[src/rtl/encoder_tx_ctrl.sv]
// encoder_tx_ctrl: round-robin two-requester byte stream arbiter driving an encoder transmit port with gap control
module encoder_tx_ctrl (
  input  logic        clock,
  input  logic        reset,
  input  logic        io_s0_valid,
  output logic        io_s0_ready,
  input  logic [7:0]  io_s0_data,
  input  logic        io_s0_last,
  input  logic        io_s0_error,
  input  logic        io_s1_valid,
  output logic        io_s1_ready,
  input  logic [7:0]  io_s1_data,
  input  logic        io_s1_last,
  input  logic        io_s1_error,
  input  logic        io_loc_rcvr_status,
  input  logic        io_tx_mode,
  input  logic [7:0]  io_ipg_cycles,
  output logic        io_tx_enable,
  output logic        io_tx_error,
  output logic [7:0]  io_tx_data,
  output logic [31:0] io_n,
  output logic [31:0] io_n0,
  output logic [1:0]  io_grant,
  output logic        io_busy,
  output logic        io_underrun,
  output logic [15:0] io_frames_sent
);
  typedef enum logic [1:0] {IDLE, XMIT, DRAIN, IPG} state_t;
  state_t state_q, state_d;
  logic owner_q, owner_d, last_q, last_d;
  logic [7:0] gap_q, gap_d, data_d, gap_load;
  logic en_d, err_d, und_d;
  logic [15:0] frames_d;
  logic sel_valid, sel_last, sel_err, pick, moving;
  logic [7:0] sel_data;
  assign moving      = (state_q == XMIT) || (state_q == DRAIN);
  assign io_s0_ready = moving && !owner_q;
  assign io_s1_ready = moving && owner_q;
  assign sel_valid   = owner_q ? io_s1_valid : io_s0_valid;
  assign sel_last    = owner_q ? io_s1_last  : io_s0_last;
  assign sel_err     = owner_q ? io_s1_error : io_s0_error;
  assign sel_data    = owner_q ? io_s1_data  : io_s0_data;
  // last_q records the previous winner; on a tie the other requester wins
  assign pick        = (io_s0_valid && io_s1_valid) ? ~last_q : io_s1_valid;
  assign gap_load    = (io_ipg_cycles == 8'd0) ? 8'd1 : io_ipg_cycles;
  always_comb begin
    state_d  = state_q;
    owner_d  = owner_q;
    last_d   = last_q;
    gap_d    = gap_q;
    en_d     = 1'b0;
    err_d    = 1'b0;
    data_d   = 8'h00;
    und_d    = 1'b0;
    frames_d = io_frames_sent;
    case (state_q)
      IDLE: if (io_loc_rcvr_status && io_tx_mode && (io_s0_valid || io_s1_valid)) begin
        state_d = XMIT;
        owner_d = pick;
        last_d  = pick;
      end
      XMIT: if (sel_valid) begin
        en_d   = 1'b1;
        err_d  = sel_err;
        data_d = sel_data;
        if (sel_last) begin
          state_d  = IPG;
          gap_d    = gap_load;
          frames_d = io_frames_sent + 16'd1;
        end
      end else begin
        en_d    = 1'b1;
        err_d   = 1'b1;
        und_d   = 1'b1;
        state_d = DRAIN;
      end
      DRAIN: if (sel_valid && sel_last) begin
        state_d = IPG;
        gap_d   = gap_load;
      end
      default: begin
        gap_d   = gap_q - 8'd1;
        state_d = (gap_q == 8'd1) ? IDLE : IPG;
      end
    endcase
  end
  always_ff @(posedge clock) begin
    if (reset) begin
      state_q        <= IDLE;
      owner_q        <= 1'b0;
      last_q         <= 1'b1;
      gap_q          <= 8'd0;
      io_tx_enable   <= 1'b0;
      io_tx_error    <= 1'b0;
      io_tx_data     <= 8'h00;
      io_n           <= 32'd0;
      io_n0          <= 32'd0;
      io_grant       <= 2'b00;
      io_busy        <= 1'b0;
      io_underrun    <= 1'b0;
      io_frames_sent <= 16'd0;
    end else begin
      state_q        <= state_d;
      owner_q        <= owner_d;
      last_q         <= last_d;
      gap_q          <= gap_d;
      io_tx_enable   <= en_d;
      io_tx_error    <= err_d;
      io_tx_data     <= data_d;
      io_n           <= io_n + 32'd1;
      io_n0          <= (en_d && !io_tx_enable) ? io_n + 32'd1 : io_n0;
      io_grant       <= (state_d == IDLE) ? 2'b00 : {owner_d, ~owner_d};
      io_busy        <= state_d != IDLE;
      io_underrun    <= und_d;
      io_frames_sent <= frames_d;
    end
  end
endmodule

[config.mk]
export PLATFORM = sky130hd
export DESIGN_NAME = encoder_tx_ctrl
export DESIGN_NICKNAME = d
export VERILOG_FILES = /design/src/rtl/encoder_tx_ctrl.sv
export SDC_FILE = /design/constraint.sdc
export NUM_CORES = 1
export LEC_CHECK = 0
export ABC_AREA = 1
export BUFFER_PORTS_ARGS = -buffer_cell sky130_fd_sc_hd__buf_4
export CAP_MARGIN = 10
export CELL_PAD_IN_SITES_DETAIL_PLACEMENT = 1
export CELL_PAD_IN_SITES_GLOBAL_PLACEMENT = 2
export CORE_MARGIN = 2
export CORE_UTILIZATION = 31
export DETAILED_ROUTE_END_ITERATION = 8
export GPL_ROUTABILITY_DRIVEN = 0
export PLACE_DENSITY = 0.93
export SYNTH_ARGS = -nofsm -noshare
export SYNTH_HDL_FRONTEND = slang
export SYNTH_SLANG_ARGS = --single-unit
export TNS_END_PERCENT = 100
[constraint.sdc]
create_clock -name clock -period 3.5 [get_ports clock]
set_clock_uncertainty 0.2 [all_clocks]
set_input_delay 0.7 -clock clock [delete_from_list [all_inputs] [get_ports clock]]
set_output_delay 0.7 -clock clock [all_outputs]
set_load 0.02 [all_outputs]
== After elaboration in Yosys (flattened, before gate mapping) ==
Index checks and enable logic that the tools add are counted.
Storage, ports and cells
  flip-flop bits (word level): 106
  input bits: 34
  output and inout bits: 96
  logic and storage cells: 69
Operators by class
  $add $sub $neg: 3
  eq/ne operators: 6
  multiplexer cells: 21
  bitwise logic cells: 5
  reduce and logical (&&, ||, !) cells: 21
Operators with widths (count)
  two-way mux 8 bit: 5
  adder 32 x 1 -> 32 bit (second input constant): 1
  case mux 8 bit (3 select lines): 1
  adder 16 x 1 -> 16 bit (second input constant): 1
  two-way mux 2 bit: 5
  two-way mux 1 bit: 9
  equality test 8 x 1 -> 1 bit (second input constant): 1
  zero test 8 bit: 1
  subtractor 8 x 1 -> 8 bit (second input constant): 1
  logical AND 1 bit: 7
  case mux 2 bit (3 select lines): 1
  NOT 1 bit: 5
  zero test 2 bit: 2
  != test 2 bit (second input constant): 2
  AND reduction 4 bit: 1
  OR reduction 2 bit: 2
  AND reduction 3 bit: 1
  OR reduction 3 bit: 1
  equality test 2 x 1 -> 1 bit (second input constant): 1
  equality test 2 bit (second input constant): 1
  zero test 1 bit: 2
  logical OR 1 bit: 2
  != test 2 x 1 -> 1 bit (second input constant): 1
  AND reduction 2 bit: 1
  nonzero test 2 bit: 1

== Longest topological paths before layout ==
  depth after elaboration: 6
  mapped depth: 11
  depth with buffers taken out: 11

== Least setup slack after synthesis ==
Ideal clock, no wire load.
  path type: reg-to-output
  start: reg state_q[0]
  end: out io_s1_ready
  arrival time: 1.220 ns
  required time: 2.600 ns
  setup slack: 1.380 ns
  cell stages (with the launch flop): 6
  cells stage by stage: dfxtp_1 inv_1 ha_1 clkbuf_1 nand2_1 inv_1
On the way
  word-level cells in the longest chain between the ends: 3
RTL lines
  start: declaration: RTL line 29  | state_t state_q, state_d;
  start signal: assignment: RTL line 103  | state_q <= state_d;
  equality test 2 x 1 -> 1 bit / equality test 2 bit (equally long branches): RTL line 36  | assign moving = (state_q == XMIT) || (state_q == DRAIN);
  logical OR 1 bit (*): RTL line 36
  logical AND 1 bit (*): RTL line 38  | assign io_s1_ready = moving && owner_q;
  end: declaration: RTL line 11  | output logic io_s1_ready,
Mark *: on every way between the ends. The rest lies on a longest branch, timed or not.

== Worst setup path in the final report ==
  start: reg state_q[0]
  end: out io_s0_ready
On the way
  word-level cells in the longest chain between the ends: 3
RTL lines
  equality test 2 x 1 -> 1 bit / equality test 2 bit (equally long branches): RTL line 36
  logical OR 1 bit (*): RTL line 36
  logical AND 1 bit (*): RTL line 37  | assign io_s0_ready = moving && !owner_q;
  end: declaration: RTL line 6  | output logic io_s0_ready,
Marked as above.

==> metrics <==
DRT antenna net count 0; port bufs 129; Synth cell types 36; DR WL/cell ~15 um; initial drt markers 264; clk sinks about 110; Hold Crit Depth 2; register-to-register setup slack 1260 ps; GRT overflow 0; row count 46; register bit count reported by yosys approximately 110; max-cap check violation count 0; fmax around 360 MHz; Worst Reg-to-Reg Cells 8; Synth Net Count roughly 780; post-route clock period utilization about four fifths; Leak between 2 and 3 nW; first-pass GRT wire length 26000 um; Final min period 2780 ps; Chip Width between 100 and 150 um; total track usage between 10% and 20%; Setup crit end kind primary output; Layout area overhead 29.5%; vias per cell 4.68; CP max FO 13; slowest stage cell, crit path ha_1; post-synthesis sequential area ratio ~42%; CP bufs+invs 3; Slew Viols, Final 0; EDFF count, synth 0; Post-Synthesis Cells between 700 and 800; CTS Buffer Depth 2; Core ar. about 16000 sq um; status completed; setup bufs post-CTS 0; CTS resizes 0; cell class contributing the biggest share of worst-path delay adder cells; drt total wl between 15000 and 20000 um; Post-Syn Area 5030 sq um; Worst slew margin 53.6%; CTS tree done; final std cells w/o fill 1078; IR Drop Worst-Case VDD around 0.00024 V; worst hold path startpoint gap_q[6]; Worst EP required between 2000 and 3000 ps; initial antenna violation count 0; Power Density between 600 and 700 nW/um^2; Die Y 131 um; Worst Max-Slew Pin Slew just under 700 ps; root buf cell clkbuf_16; Layout Nets between 800 and 900; final hold violations 0; Clock Pin Slew Worst Setup and Hold Paths approximately 70 ps; vias in the first global route just over 5000; Layout Utilization approximately 41%; CP Cell Sequence inv_1 -> ha_1 -> inv_1 -> nor2_1 -> buf_4; DP Cell Count roughly 1100; crit path kind register to primary output; Worst Hold End gap_q[6]; DP HPWL about 12000 um; CTS buffer count 9; Post-Place Cell Area ~6200 sq um; HP Class register to register; Mean Syn Cell Area around 7 sq um; critical path launch point type register; unrepaired setup endpoints after global routing false; Finished Cell Area 6520 sq um; largest net degree at the start of global routing 64; H-tree depth 3; DRC 0; crit path DAT roughly 1900 ps; diodes inserted 0; fraction of registers with async set/reset 0%; reg2reg start state_q[1]; via count between 5000 and 6000; # fillers around 2100; latest clock arrival within the worst-skew pair about 350 ps; Setup Total Neg Slack 0 ps; final setup fails 0; share of cells above drive strength 1 19.7%; Synth Flop Type dfxtp_1; I/O pin count between 100 and 150; Initial Util between 30% and 40%; yosys warns 0; die area around 17000 sq um; hold_buf cts 0; slowest stage delay, CP 540 ps; 1st-pass router iterations 4; FF-to-FF End io_n0[12]; most common cell type on the critical path inv_1
worst max path at each step:
stage               start          end  slack (ps)  cells after the start
2_1_floorplan  state_q[0]  io_s1_ready        1380                      5
3_3_place_gp   state_q[0]  io_s0_ready        1110                      5
3_5_place_dp   state_q[0]  io_s0_ready        1080                      5
4_1_cts        state_q[1]  io_s0_ready         690                      5
5_1_grt        state_q[1]  io_s0_ready         540                      5
6_report       state_q[0]  io_s0_ready         720                      5
state kept, by name, summed over array words and instances, names as in the netlist:
name,cells
io_grant,2
io_n,32
io_n0,32
io_underrun,1
gap_q,8
io_tx_error,1
io_busy,1
state_q,2
io_tx_enable,1
io_tx_data,8
last_q,1
io_frames_sent,16
owner_q,1
cell type report:
type	count	area, sq um	share of cell area [%]
Inverter	94	353	5.41
Tap cell	216	270	4.14
Clock inverter	4	50.0	0.767
Multi-Input combinational cell	513	2470	37.9
Clock buffer	12	256	3.93
Timing Repair Buffer	133	998	15.3
Sequential cell	106	2120	32.5
stage by stage:
stage	hold WS, ps	worst slack (ps)	power [mW]
5_1_grt	307	537	4.33
3_3_place_gp	258	1110	2.99
6_report	271	723	4.03
2_1_floorplan	244	1380	2.51
4_1_cts	281	689	4.09
3_5_place_dp	270	1080	3.02
kinds of logic (layout without fill, tap and decap cells):
logic type                 count (synthesis)  in the layout  share of synthesized area (%)
AOI/OAI and AO/OA                        110            110                           11.5
xor gates and xnor gates                  16             16                           2.78
adders and majority gates                  8              8                           1.99
buffers and inverters                    115            243                           8.87
DFF                                      106            106                           42.1
and+or+nand+nor                          379            379                           32.8
report_power, final:
group | switching (mW) | internal, mW | total, mW
Combinational | 0.902 | 0.544 | 1.45
Clock | 0.458 | 0.593 | 1.05
Sequential | 0.127 | 1.41 | 1.53
Total | 1.49 | 2.54 | 4.03
worst reg2reg max path: stages, from the launching register on:
cell      delay, ps
dfxtp_1         340
inv_1           110
ha_1            290
inv_1           120
nor2_4          390
buf_4           400
nand3_1         130
o211ai_1        100
inv_1            50
Yosys cell counts, drive strengths merged, types with 6 or more instances:
cell    instances  area [sq um]
a21oi          60           300
ha              8           100
inv            94           353
buf             6          37.5
clkbuf         15          56.3
o211ai          7          52.6
dfxtp         106          2120
xor2           10          87.6
nand3          44           248
nand2         176           673
xnor2           6          52.6
nor2          115           464
nand4           9          56.3
o21ai          38           190
nand3b          8          60.1
nor3           22           115
per-layer routing:
metal | global-route usage, % | part of all wire [%] | vias to the layer above
met5 | 0 | 0 | -
met4 | 6.58 | 1.6 | 0
met3 | 2.35 | 3.6 | 13
met2 | 29.7 | 45 | 86
met1 | 25.3 | 50 | 2365
li1 | - | - | 2579
placed cells by master (no fill, tap or decap), types with 9 or more instances in the layout:
cell type / netlist / layout
a21oi_1: 60 / 60
buf_4: 1 / 133
clkbuf_16: 0 / 9
dfxtp_1: 106 / 106
inv_1: 91 / 91
nand2_1: 171 / 171
nand3_1: 40 / 40
nand4_1: 9 / 9
nor2_1: 108 / 108
nor3_1: 21 / 21
o21ai_0: 37 / 37
xor2_1: 10 / 10
(Power assumes the default switching activity.)
